**config.mk**
```make
export PLATFORM = sky130hd
export DESIGN_NAME = pipeline_ctrl
export DESIGN_NICKNAME = d
export VERILOG_FILES = /design/src/rtl/pipeline_ctrl_pkg.sv /design/src/rtl/hazard_detect.sv /design/src/rtl/pipeline_ctrl.sv
export SDC_FILE = /design/constraint.sdc
export NUM_CORES = 1
export LEC_CHECK = 0
export ABC_AREA = 1
export BUFFER_PORTS_ARGS = -buffer_cell sky130_fd_sc_hd__buf_2
export CORE_MARGIN = 2
export CORE_UTILIZATION = 50
export CTS_CLUSTER_SIZE = 24
export DETAILED_ROUTE_END_ITERATION = 10
export PLACE_DENSITY_LB_ADDON = 0.2
export RECOVER_POWER = 25
export SETUP_SLACK_MARGIN = 0.1
export SLEW_MARGIN = 10
export SYNTH_ARGS = -nofsm -noshare
export SYNTH_HDL_FRONTEND = slang
export SYNTH_SLANG_ARGS = --single-unit
```
**constraint.sdc**
```tcl
create_clock -name clk -period 5.3 [get_ports clk]
set_clock_uncertainty 0.2 [all_clocks]
set_input_delay 0.795 -clock clk [delete_from_list [all_inputs] [get_ports clk]]
set_output_delay 0.795 -clock clk [all_outputs]
set_load 0.02 [all_outputs]
```
**src/rtl/pipeline_ctrl_pkg.sv**
```systemverilog
// Shared types and constants for the pipeline controller: FSM states,
// ALU-stage memory-op codes and ALU opcode constants.
package pipeline_ctrl_pkg;

    typedef enum logic [1:0] {
        ST_RUN      = 2'd0,
        ST_MEM_WAIT = 2'd1,
        ST_FLUSH    = 2'd2
    } state_e;

    typedef enum logic [1:0] {
        LDST_NONE  = 2'b00,
        LDST_LOAD  = 2'b01,
        LDST_STORE = 2'b10,
        LDST_RSVD  = 2'b11
    } ldst_e;

    localparam logic [3:0] ALU_OP_ADD = 4'h0;
    localparam logic [3:0] ALU_OP_SUB = 4'h1;
    localparam logic [3:0] ALU_OP_AND = 4'h2;
    localparam logic [3:0] ALU_OP_OR  = 4'h3;
    localparam logic [3:0] ALU_OP_XOR = 4'h4;
    localparam logic [3:0] ALU_OP_SLT = 4'h5;

    localparam int WAIT_CNT_W  = 8;
    localparam int FLUSH_CNT_W = 3;
    localparam int STALL_CNT_W = 16;

    // The reserved code behaves as no memory access.
    function automatic logic is_mem_op(input logic [1:0] ldst);
        return (ldst == LDST_LOAD) || (ldst == LDST_STORE);
    endfunction

endpackage

```
**src/rtl/hazard_detect.sv**
```systemverilog
// Combinational load-use detector: a load in the ALU stage whose destination
// matches a source register actually read by the decode-stage instruction.
module hazard_detect
    import pipeline_ctrl_pkg::*;
(
    input  logic [2:0] dec_srcA_addr,
    input  logic [2:0] dec_srcB_addr,
    input  logic       dec_useA,
    input  logic       dec_useB,
    input  logic [2:0] alu_destReg_addr,
    input  logic       alu_we,
    input  logic [1:0] alu_ldSt_enable,
    output logic       load_use
);

    logic match_a;
    logic match_b;

    assign match_a  = dec_useA && (dec_srcA_addr == alu_destReg_addr);
    assign match_b  = dec_useB && (dec_srcB_addr == alu_destReg_addr);
    assign load_use = (alu_ldSt_enable == LDST_LOAD) && alu_we && (match_a || match_b);

endmodule

```
**src/rtl/pipeline_ctrl.sv**
```systemverilog
// Pipeline stall/flush controller: Mealy FSM arbitrating memory waits,
// taken-branch flushes and load-use stalls, plus timeout and stall statistics.
module pipeline_ctrl
    import pipeline_ctrl_pkg::*;
#(
    parameter int FLUSH_CYCLES = 2,
    parameter int MAX_WAIT     = 255
) (
    input  logic        clk,
    input  logic        reset,
    input  logic [2:0]  dec_srcA_addr,
    input  logic [2:0]  dec_srcB_addr,
    input  logic        dec_useA,
    input  logic        dec_useB,
    input  logic [2:0]  alu_destReg_addr,
    input  logic        alu_we,
    input  logic [1:0]  alu_ldSt_enable,
    input  logic        mem_busy,
    input  logic        branch_taken,
    output logic        enable_fetch,
    output logic        enable_decode,
    output logic        enable_alu,
    output logic        enable_mem,
    output logic        bubble_alu,
    output logic        flush_decode,
    output logic        mem_timeout,
    output logic [15:0] stall_cycles
);

    localparam logic [WAIT_CNT_W-1:0]  MAX_WAIT_C   = WAIT_CNT_W'(MAX_WAIT);
    localparam logic [FLUSH_CNT_W-1:0] FLUSH_INIT_C = FLUSH_CNT_W'(FLUSH_CYCLES - 1);

    state_e                   state_q, state_d;
    logic [WAIT_CNT_W-1:0]    wait_cnt_q, wait_cnt_d;
    logic [FLUSH_CNT_W-1:0]   flush_cnt_q, flush_cnt_d;
    logic                     timeout_q, timeout_d;
    logic [STALL_CNT_W-1:0]   stall_q, stall_d;

    logic       load_use;
    logic       mem_event;
    logic [3:0] en;

    hazard_detect u_hazard_detect (
        .dec_srcA_addr    (dec_srcA_addr),
        .dec_srcB_addr    (dec_srcB_addr),
        .dec_useA         (dec_useA),
        .dec_useB         (dec_useB),
        .alu_destReg_addr (alu_destReg_addr),
        .alu_we           (alu_we),
        .alu_ldSt_enable  (alu_ldSt_enable),
        .load_use         (load_use)
    );

    assign mem_event = is_mem_op(alu_ldSt_enable) && mem_busy;

    always_comb begin
        state_d      = state_q;
        wait_cnt_d   = wait_cnt_q;
        flush_cnt_d  = flush_cnt_q;
        timeout_d    = timeout_q;
        en           = 4'b1111;
        bubble_alu   = 1'b0;
        flush_decode = 1'b0;

        // Reset forces the idle RUN outputs regardless of state or inputs.
        if (!reset) begin
            case (state_q)
                ST_RUN: begin
                    if (mem_event) begin
                        en         = 4'b0000;
                        state_d    = ST_MEM_WAIT;
                        wait_cnt_d = WAIT_CNT_W'(1);
                    end else if (branch_taken) begin
                        flush_decode = 1'b1;
                        bubble_alu   = 1'b1;
                        flush_cnt_d  = FLUSH_INIT_C;
                        state_d      = (FLUSH_CYCLES > 1) ? ST_FLUSH : ST_RUN;
                    end else if (load_use) begin
                        en         = 4'b0011;
                        bubble_alu = 1'b1;
                    end
                end
                ST_MEM_WAIT: begin
                    // Branch and load-use inputs are frozen here and ignored.
                    if (!mem_busy) begin
                        state_d = ST_RUN;
                    end else if (wait_cnt_q == MAX_WAIT_C) begin
                        timeout_d = 1'b1;
                        state_d   = ST_RUN;
                    end else begin
                        en         = 4'b0000;
                        wait_cnt_d = wait_cnt_q + WAIT_CNT_W'(1);
                    end
                end
                ST_FLUSH: begin
                    if (mem_event) begin
                        en         = 4'b0000;
                        state_d    = ST_MEM_WAIT;
                        wait_cnt_d = WAIT_CNT_W'(1);
                    end else begin
                        flush_decode = 1'b1;
                        bubble_alu   = 1'b1;
                        if (flush_cnt_q <= FLUSH_CNT_W'(1)) begin
                            state_d = ST_RUN;
                        end else begin
                            flush_cnt_d = flush_cnt_q - FLUSH_CNT_W'(1);
                        end
                    end
                end
                default: state_d = ST_RUN;
            endcase
        end

        stall_d = stall_q;
        if (!en[3] && (stall_q != {STALL_CNT_W{1'b1}})) begin
            stall_d = stall_q + STALL_CNT_W'(1);
        end
    end

    always_ff @(posedge clk) begin
        if (reset) begin
            state_q     <= ST_RUN;
            wait_cnt_q  <= '0;
            flush_cnt_q <= '0;
            timeout_q   <= 1'b0;
            stall_q     <= '0;
        end else begin
            state_q     <= state_d;
            wait_cnt_q  <= wait_cnt_d;
            flush_cnt_q <= flush_cnt_d;
            timeout_q   <= timeout_d;
            stall_q     <= stall_d;
        end
    end

    assign {enable_fetch, enable_decode, enable_alu, enable_mem} = en;
    assign mem_timeout  = timeout_q;
    assign stall_cycles = stall_q;

endmodule

```
==> results of run 1 <==
-- area by class of cell --
cell class	count	area [sq um]
Clock buffer	8	110
Fill cell	381	1460
Inverter	39	146
Multi-Input combinational cell	214	1120
Sequential cell	30	601
Tap cell	48	60.1
Timing Repair Buffer	40	185
-- Yosys cell counts (2+ instances only) --
library cell,count,area share [%]
nand2_1,75,15
nor2_1,36,7.0
inv_1,35,6.8
dfxtp_1,30,31
nand4_1,19,6.1
a21oi_1,18,4.7
nand3_1,15,3.9
xor2_1,7,3.2
nor3_1,6,1.6
o21ai_0,6,1.6
ha_1,5,3.2
inv_2,4,0.78
xnor2_1,4,1.8
clkbuf_1,3,0.58
nand2_2,3,0.97
nor3_2,3,1.6
a31oi_1,2,0.65
buf_2,2,0.52
buf_4,2,0.78
buf_6,2,1.2
nand2_4,2,1.2
nor2_4,2,1.2
o21ai_1,2,0.52
-- power by group --
part           total (mW)  switching (mW)  internal (mW)
combinational       0.125          0.0861         0.0387
sequential          0.245         0.00991          0.235
clock               0.213          0.0817          0.131
-- per-layer routing --
metal / routed length [um] / vias to the layer above / share of wire (%)
met5: 0 / - / 0
met1: 1930 / 820 / 48
met3: 169 / 2 / 4.2
met2: 1880 / 35 / 47
met4: 25 / 0 / 0.62
li1: - / 1019 / -
-- stage by stage --
step	utilization [%]	total power [mW]
2_1_floorplan	-	0.352
3_3_place_gp	57.9	0.374
3_5_place_dp	57.9	0.376
4_1_cts	60.9	0.593
5_1_grt	60.3	0.620
6_report	60.3	0.583
-- worst min-delay path, delay by kind of cell, from the launching register on --
kind             cells  cell delay (ps)
flip-flops           1              320
AND/OR/NAND/NOR      1               70
AO/OA/AOI/OAI        1               50
-- cells by family (layout without fill, tap and decap cells) --
group	after synthesis	in the layout	share of synthesized area, %
simple gates	165	165	40.8
buf+inv	48	87	10.6
compound gates	33	33	9.38
flops	30	30	31.0
xor+xnor	11	11	4.98
fa+ha+maj	5	5	3.23
-- worst min path at each step --
stage	from	to	slack [ps]	cells past startpoint
final	wait_cnt_q[1]	wait_cnt_q[1]	290	2
after global routing	wait_cnt_q[1]	wait_cnt_q[1]	310	2
after CTS	wait_cnt_q[1]	wait_cnt_q[1]	290	2
after detailed placement	mem_timeout	mem_timeout	280	2
after global placement	mem_timeout	mem_timeout	270	2
after floorplan	wait_cnt_q[5]	wait_cnt_q[5]	260	1
-- sequential cells by signal, summed over array words and instances, names as in the netlist --
signal	cells
state_q	2
wait_cnt_q	8
stall_cycles	16
flush_cnt_q	3
mem_timeout	1
==> results.sh, run 1 <==
export IMPL_most_common_layout_cells="75 x nand2_1, 36 x nor2_1, 35 x inv_1, 30 x dfxtp_1, 28 x buf_2"
export IMPL_die_y_um=66.2
export IMPL_grt_pass1_vias=1736
export IMPL_finalNonFillerCells=379
export IMPL_cts_num_sinks=30
export IMPL_vias=1876
export IMPL_wl_mm=4.01
export IMPL_row_count=22
export IMPL_worst_path_max_fanout=19
export IMPL_fin_ws_ps=2030
export IMPL_postPlaceCellArea_sq_um=2140
export IMPL_dp_hpwl_mm=2.93
export IMPL_synth_edff_count=0
export IMPL_synth_avg_cell_area_sq_um=6.62
export IMPL_final_max_slew_viol_count=0
export IMPL_synthArstFlopShare_pct=0
export IMPL_drv_cap=0
export IMPL_wire_per_inst_um=10.6
export IMPL_crit_buf_inv=2
export IMPL_placed_cells=371
export IMPL_path_class="in -> out"
export IMPL_rsz0062_at_grt="no"
export IMPL_reg2reg_from="stall_cycles[0]"
export IMPL_reg2reg_to="stall_cycles[9]"
export IMPL_hold_path_class="reg -> reg"
export IMPL_syn_inst=292
export IMPL_path_cells="buf_2, ha_1, nor2_1, nor2_1, nor2_1, nand3_2, nor2_8, nand2_1, buf_2"
export IMPL_dieWidth_um=66.2
export IMPL_grt_max_degree=26
export IMPL_htreeDepth=2
export IMPL_clk_latency_ps=270
export IMPL_core_area_sq_um=3690
export IMPL_cpLargestDelayFamily="simple AND/OR/NAND/NOR gates"
export IMPL_cts_buffers=5
export IMPL_peakVddDrop_mv=0.210
export IMPL_hold_worst_slack_ps=291
export IMPL_leakagePower_nw=0.958
export IMPL_finalHoldViolCount=0
export IMPL_path_common_cell="nor2_1"
export IMPL_die_area_sq_um=4380
export IMPL_finalCritPeriodShare_pct=61.8
export IMPL_diodes=0
export IMPL_fin_crit_ps=3270
export IMPL_grt_util_met3_pct=4.60
export IMPL_crit_path_start_kind="input port"
export IMPL_grt_use_met2_pct=37.0
export IMPL_clock_root_buffer="clkbuf_8"
export IMPL_grt_ovfl_total=0
export IMPL_ctsLongestPathBuffers=2
export IMPL_crit_required_ps=4300
export IMPL_worstSetupStartpoint="alu_ldSt_enable[0]"
export IMPL_crit_end="enable_decode"
export IMPL_final_area_sq_um=2230
export IMPL_cp_end_kind="primary output"
export IMPL_nets=353
export IMPL_fmax_mhz=305
export IMPL_synthFlopType="dfxtp_1"
export IMPL_initial_core_util_pct=52.4
export IMPL_yosysWarnings=0
export IMPL_grt_busiest_layer="met2"
export IMPL_first_iter_violations=103
export IMPL_io_buffers=40
export IMPL_layout_commonest_cell="nand2_1"
export IMPL_grt_util_met1_pct=25.1
export IMPL_drive_above_1_share_pct=16.3
export IMPL_r2r_setup_slack_ps=3260
export IMPL_ys_ff_latch=30
export IMPL_io_pins=41
export IMPL_netlist_area_sq_um=1930
export IMPL_rr_worst_depth=9
export IMPL_seq_area_frac_synth_pct=31.0
export IMPL_cts_resized=0
export IMPL_synthToLayoutAreaGrowth_pct=15.1
export IMPL_grt_use_total_pct=20.9
export IMPL_cpPeakStageDelay_ps=280
export IMPL_syn_num_nets=315
export IMPL_ant_nets=0
export IMPL_drc=0
export IMPL_gp_congestion=0.828
export IMPL_power_density_nw_per_um2=262
export IMPL_path_depth=9
export IMPL_worstMarginPinSlew_ps=480
export IMPL_drt_pass1_iterations=4
export IMPL_clkTransAtPathRegs_ps=60
export IMPL_maxSlewHeadroom_pct=68.0
export IMPL_postCtsSetupRepairBufs=0
export IMPL_preCtsSetupSlack_ps=2030
export IMPL_grt_pass1_wl_mm=7.22
export IMPL_timing_critical_path_arrival_ps=2280
export IMPL_outcome="finished, final reports clean"
export IMPL_fin_setup_tns_ps=0
export IMPL_setup_viol=0
export IMPL_synth_cell_types=32
export IMPL_antenna_found_initial=0
export IMPL_cts_tree="built"
export IMPL_critPathSlowestCell="ha_1"
export IMPL_via_per_inst=4.95
export IMPL_ctsHoldBuffers=0
Power figures use the tool's default switching activity.
==> inputs of run 2 (changes only) <==
--- a/config.mk
+++ b/config.mk
@@ -8,7 +8,7 @@
 export ABC_AREA = 1
 export BUFFER_PORTS_ARGS = -buffer_cell sky130_fd_sc_hd__buf_2
 export CORE_MARGIN = 2
-export CORE_UTILIZATION = 50
+export CORE_UTILIZATION = 49
 export CTS_CLUSTER_SIZE = 24
 export DETAILED_ROUTE_END_ITERATION = 10
 export PLACE_DENSITY_LB_ADDON = 0.2
==> constraint.sdc (replaced) <==
create_clock -name clk -period 2.79 [get_ports clk]
set_clock_uncertainty 0.2 [all_clocks]
set_input_delay 0.4185 -clock clk [delete_from_list [all_inputs] [get_ports clk]]
set_output_delay 0.4185 -clock clk [all_outputs]
set_load 0.02 [all_outputs]
==> results.sh, run 2 (synthesis gave the netlist of run 1 again) <==
export IMPL_outcome="finished, final reports clean"
export IMPL_preCtsSetupSlack_ps=370
export IMPL_met2_length_mm=1.87
export IMPL_drt_pass1_iterations=4
export IMPL_path_class="in -> out"
export IMPL_layout_commonest_cell="nand2_1"
export IMPL_drv_cap=0
export IMPL_final_max_slew_viol_count=0
export IMPL_switchingPower_mw=0.342
export IMPL_io_pins=41
export IMPL_finalNonFillerCells=382
export IMPL_io_buffers=40
export IMPL_totalPowerFinal_mw=1.12
export IMPL_clkTransAtPathRegs_ps=60
export IMPL_timing_critical_path_arrival_ps=1760
export IMPL_crit_required_ps=2170
export IMPL_finalHoldViolCount=0
export IMPL_drc=0
export IMPL_htreeDepth=2
export IMPL_cts_tree="built"
export IMPL_setup_viol=0
export IMPL_vias=1894
export IMPL_crit_path_start_kind="input port"
export IMPL_fin_setup_tns_ps=0
export IMPL_top_layer_used="met4"
export IMPL_cts_num_sinks=30
export IMPL_most_common_layout_cells="75 x nand2_1, 36 x nor2_1, 35 x inv_1, 30 x dfxtp_1, 28 x buf_2"
export IMPL_die_y_um=66.8
export IMPL_final_seq_area_sq_um=601
export IMPL_wl_met3_um=176
export IMPL_ctsLongestPathBuffers=2
export IMPL_placed_cells=374
export IMPL_combinationalPowerShare_pct=22.1
export IMPL_cts_buffers=5
export IMPL_fmax_mhz=421
export IMPL_worst_path_max_fanout=7
export IMPL_grt_use_total_pct=20.7
export IMPL_wl_mm=4.04
export IMPL_finalCritPeriodShare_pct=85.2
export IMPL_via_per_inst=4.96
export IMPL_p_int_mw=0.778
export IMPL_fin_crit_ps=2380
export IMPL_clockPowerShare_pct=36.3
export IMPL_seq_power_share_pct=41.6
export IMPL_ctsHoldBuffers=0
export IMPL_hold_path_class="in -> reg"
export IMPL_largest_reg_flops=16
export IMPL_gp_congestion=0.805
export IMPL_drive_above_1_share_pct=17.4
export IMPL_cts_resized=0
export IMPL_antenna_found_initial=0
export IMPL_rsz0062_at_grt="no"
export IMPL_dieWidth_um=66.8
export IMPL_clock_root_buffer="clkbuf_8"
export IMPL_cp_end_kind="primary output"
export IMPL_multiInputGateArea_sq_um=1130
export IMPL_row_count=22
export IMPL_power_density_nw_per_um2=497
export IMPL_peakVddDrop_mv=0.403
export IMPL_postCtsSetupRepairBufs=0
export IMPL_grt_ovfl_total=0
export IMPL_synthToLayoutAreaGrowth_pct=16.5
export IMPL_hold_worst_slack_ps=256
export IMPL_grt_pass1_vias=1745
export IMPL_wire_per_inst_um=10.6
export IMPL_core_area_sq_um=3720
export IMPL_first_iter_violations=88
export IMPL_die_area_sq_um=4470
export IMPL_grt_pass1_wl_mm=7.27
export IMPL_swShare_pct=30.6
export IMPL_worstMarginPinSlew_ps=303
export IMPL_n_fill_cell=379
export IMPL_wl_met1_mm=1.93
export IMPL_diodes=0
export IMPL_postPlaceCellArea_sq_um=2160
export IMPL_final_area_sq_um=2250
export IMPL_leakagePower_nw=0.974
export IMPL_ant_nets=0
export IMPL_dp_hpwl_mm=3.03
export IMPL_nets=356
export IMPL_initial_core_util_pct=52.1
export IMPL_fin_ws_ps=414
export IMPL_maxSlewHeadroom_pct=79.7
export IMPL_grt_max_degree=25
export IMPL_final_util_pct=60.6
export IMPL_clk_latency_ps=270
## run 2: cell count changes in the layout (fill, tap and decap cells not counted)
cell and change:
buf_4 +3, nor3_1 -1, nor3_2 +1
## run 2: final timing paths
kind,startpoint,endpoint,slack [ps],depth (start not counted)
max,alu_ldSt_enable[0],enable_decode,410,9
max reg2reg,stall_cycles[0],stall_cycles[11],670,9
min reg2reg,wait_cnt_q[1],wait_cnt_q[1],280,2
min,branch_taken,flush_cnt_q[2],260,4
## run 2: area by class of cell
class                           count  area share, %
Sequential cell                    30           26.7
Timing Repair Buffer               43           9.22
Tap cell                           48           2.67
Inverter                           39           6.50
Clock buffer                        8           4.89
Multi-Input combinational cell    214           50.1
## run 2: power groups by stage
stage	registers, mW	logic, mW	clock network, mW
detailed placement	0.475	0.249	0
global placement	0.475	0.245	0
CTS	0.466	0.250	0.413
finish	0.466	0.248	0.406
global route	0.469	0.282	0.430
floorplan	0.475	0.194	0
## run 2: metal layers
metal / global-route usage, % / vias up
met1: 26.0 / 824
li1: - / 1026
met2: 35.6 / 36
met3: 4.22 / 8
met4: 5.87 / 0
met5: 0 / -
## run 2: critical path: stages
cell and delay (ps):
buf_2 100, ha_1 290, nor2_1 200, nor2_1 80
nor2_1 110, nand3_2 130, nor2_8 150, nand2_1 100
buf_2 170
==> inputs of run 3 (changes only) <==
--- a/config.mk
+++ b/config.mk
@@ -8,7 +8,7 @@
 export ABC_AREA = 1
 export BUFFER_PORTS_ARGS = -buffer_cell sky130_fd_sc_hd__buf_2
 export CORE_MARGIN = 2
-export CORE_UTILIZATION = 49
+export CORE_UTILIZATION = 50
 export CTS_CLUSTER_SIZE = 24
 export DETAILED_ROUTE_END_ITERATION = 10
 export PLACE_DENSITY_LB_ADDON = 0.2
==> constraint.sdc (replaced) <==
create_clock -name clk -period 2.5 [get_ports clk]
set_clock_uncertainty 0.2 [all_clocks]
set_input_delay 0.375 -clock clk [delete_from_list [all_inputs] [get_ports clk]]
set_output_delay 0.375 -clock clk [all_outputs]
set_load 0.02 [all_outputs]
==> results.sh, run 3 (synthesis gave the netlist of run 1 again) <==
export IMPL_outcome="finished, final reports clean"
export IMPL_crit_required_ps=1920
export IMPL_finalNonFillerCells=381
export IMPL_htreeDepth=2
export IMPL_first_iter_violations=126
export IMPL_postCtsSetupRepairBufs=0
export IMPL_path_cells="buf_2, ha_1, nor2_2, nor2_1, nor2_1, nand3_2, nor2_8, nand2_1, buf_2"
export IMPL_n_fill_cell=387
export IMPL_finalHoldViolCount=0
export IMPL_dp_hpwl_mm=2.98
export IMPL_worstMarginPinSlew_ps=442
export IMPL_cpLargestDelayFamily="simple AND/OR/NAND/NOR gates"
export IMPL_p_int_mw=0.783
export IMPL_most_common_layout_cells="75 x nand2_1, 35 x inv_1, 34 x nor2_1, 30 x dfxtp_1, 28 x buf_2"
export IMPL_cts_tree="built"
export IMPL_path_class="in -> out"
export IMPL_worst_path_max_fanout=4
export IMPL_diodes=0
export IMPL_die_area_sq_um=4380
export IMPL_largest_reg_flops=16
export IMPL_power_density_nw_per_um2=527
export IMPL_rr_worst_depth=9
export IMPL_synthToLayoutAreaGrowth_pct=14.7
export IMPL_critPathSlowestCell="ha_1"
export IMPL_maxSlewHeadroom_pct=70.3
export IMPL_drv_cap=0
export IMPL_peakVddDrop_mv=0.358
export IMPL_hold_path_class="in -> reg"
export IMPL_drt_pass1_iterations=4
export IMPL_fmax_mhz=444
export IMPL_cts_num_sinks=30
export IMPL_final_area_sq_um=2220
export IMPL_cpPeakStageDelay_ps=290
export IMPL_setup_viol=0
export IMPL_combinationalPowerShare_pct=23.8
export IMPL_grt_use_total_pct=21.2
export IMPL_finalCritPeriodShare_pct=90.1
export IMPL_clock_root_buffer="clkbuf_8"
export IMPL_clkTransAtPathRegs_ps=60
export IMPL_via_per_inst=5.01
export IMPL_rsz0062_at_grt="no"
export IMPL_swShare_pct=33.1
export IMPL_antenna_found_initial=0
export IMPL_cts_buffers=5
export IMPL_postPlaceCellArea_sq_um=2160
export IMPL_grt_pass1_vias=1663
export IMPL_wire_per_inst_um=10.6
export IMPL_cp_end_kind="primary output"
export IMPL_io_buffers=40
export IMPL_timing_critical_path_arrival_ps=1680
export IMPL_grt_pass1_wl_mm=7.13
export IMPL_switchingPower_mw=0.387
export IMPL_totalPowerFinal_mw=1.17
export IMPL_wl_mm=4.03
export IMPL_row_count=22
export IMPL_grt_max_degree=17
export IMPL_drive_above_1_share_pct=16.8
export IMPL_die_y_um=66.2
export IMPL_layout_commonest_cell="nand2_1"
export IMPL_gp_congestion=0.859
export IMPL_grt_ovfl_total=0
export IMPL_nets=356
export IMPL_core_area_sq_um=3690
export IMPL_placed_cells=374
export IMPL_crit_path_start_kind="input port"
export IMPL_io_pins=41
export IMPL_vias=1908
export IMPL_fin_setup_tns_ps=0
export IMPL_final_max_slew_viol_count=0
export IMPL_clockPowerShare_pct=31.7
export IMPL_dieWidth_um=66.2
export IMPL_drc=0
export IMPL_clk_latency_ps=290
export IMPL_fin_crit_ps=2250
export IMPL_ant_nets=0
export IMPL_leakagePower_nw=0.953
export IMPL_path_depth=9
export IMPL_crit_buf_inv=2
export IMPL_seq_power_share_pct=44.4
export IMPL_ctsLongestPathBuffers=2
export IMPL_holdPathStages=4
export IMPL_initial_core_util_pct=52.4
## run 3: cell type report
class	instances	area [sq um]	share of cell area, %
multi-input cells	214	1130	50.8
flip-flops and latches	30	601	27.1
repair buffers	43	208	9.36
inverters	39	146	6.60
clock buffers	7	76.3	3.44
well taps	48	60.1	2.71
## run 3: per-layer routing
metal | vias up | track usage [%] | wire length, um
met3 | 7 | 4.09 | 235
met5 | - | 0 | 0
met1 | 827 | 27.6 | 1930
met2 | 52 | 33.4 | 1780
li1 | 1022 | - | -
met4 | 0 | 9.95 | 85
## run 3: what timing repair did
action	CTS	global route
gates resized for setup	0	2
hold buffers	0	0
endpoints found under the setup margin	0	4
## run 3: metrics by stage
step | hold slack [ps] | setup slack (ps) | util (%)
finish | 203 | 248 | 60.2
global route | 229 | 119 | 60.2
CTS | 198 | 178 | 60.6
detailed placement | 257 | 193 | 58.5
global placement | 266 | 267 | 58.5
floorplan | 255 | 114 | -
## run 3: power by group through the flow
stage / logic, mW / registers [mW] / clock network (mW)
detailed placement: 0.280 / 0.530 / 0
finish: 0.279 / 0.520 / 0.371
global route: 0.317 / 0.523 / 0.399
floorplan: 0.217 / 0.530 / 0
global placement: 0.278 / 0.530 / 0
CTS: 0.282 / 0.520 / 0.385
## run 3: tightest hold or removal path, delay by kind of cell
kind                   cells  cell delay, ps
and+or+nand+nor            3             190
buffers and inverters      1              80
## run 3: path summary, 6_finish.rpt
kind	startpoint	end	slack, ps
max	alu_ldSt_enable[0]	enable_fetch	250
min	branch_taken	flush_cnt_q[2]	200
max reg2reg	stall_cycles[0]	stall_cycles[6]	450
min reg2reg	mem_timeout	mem_timeout	290
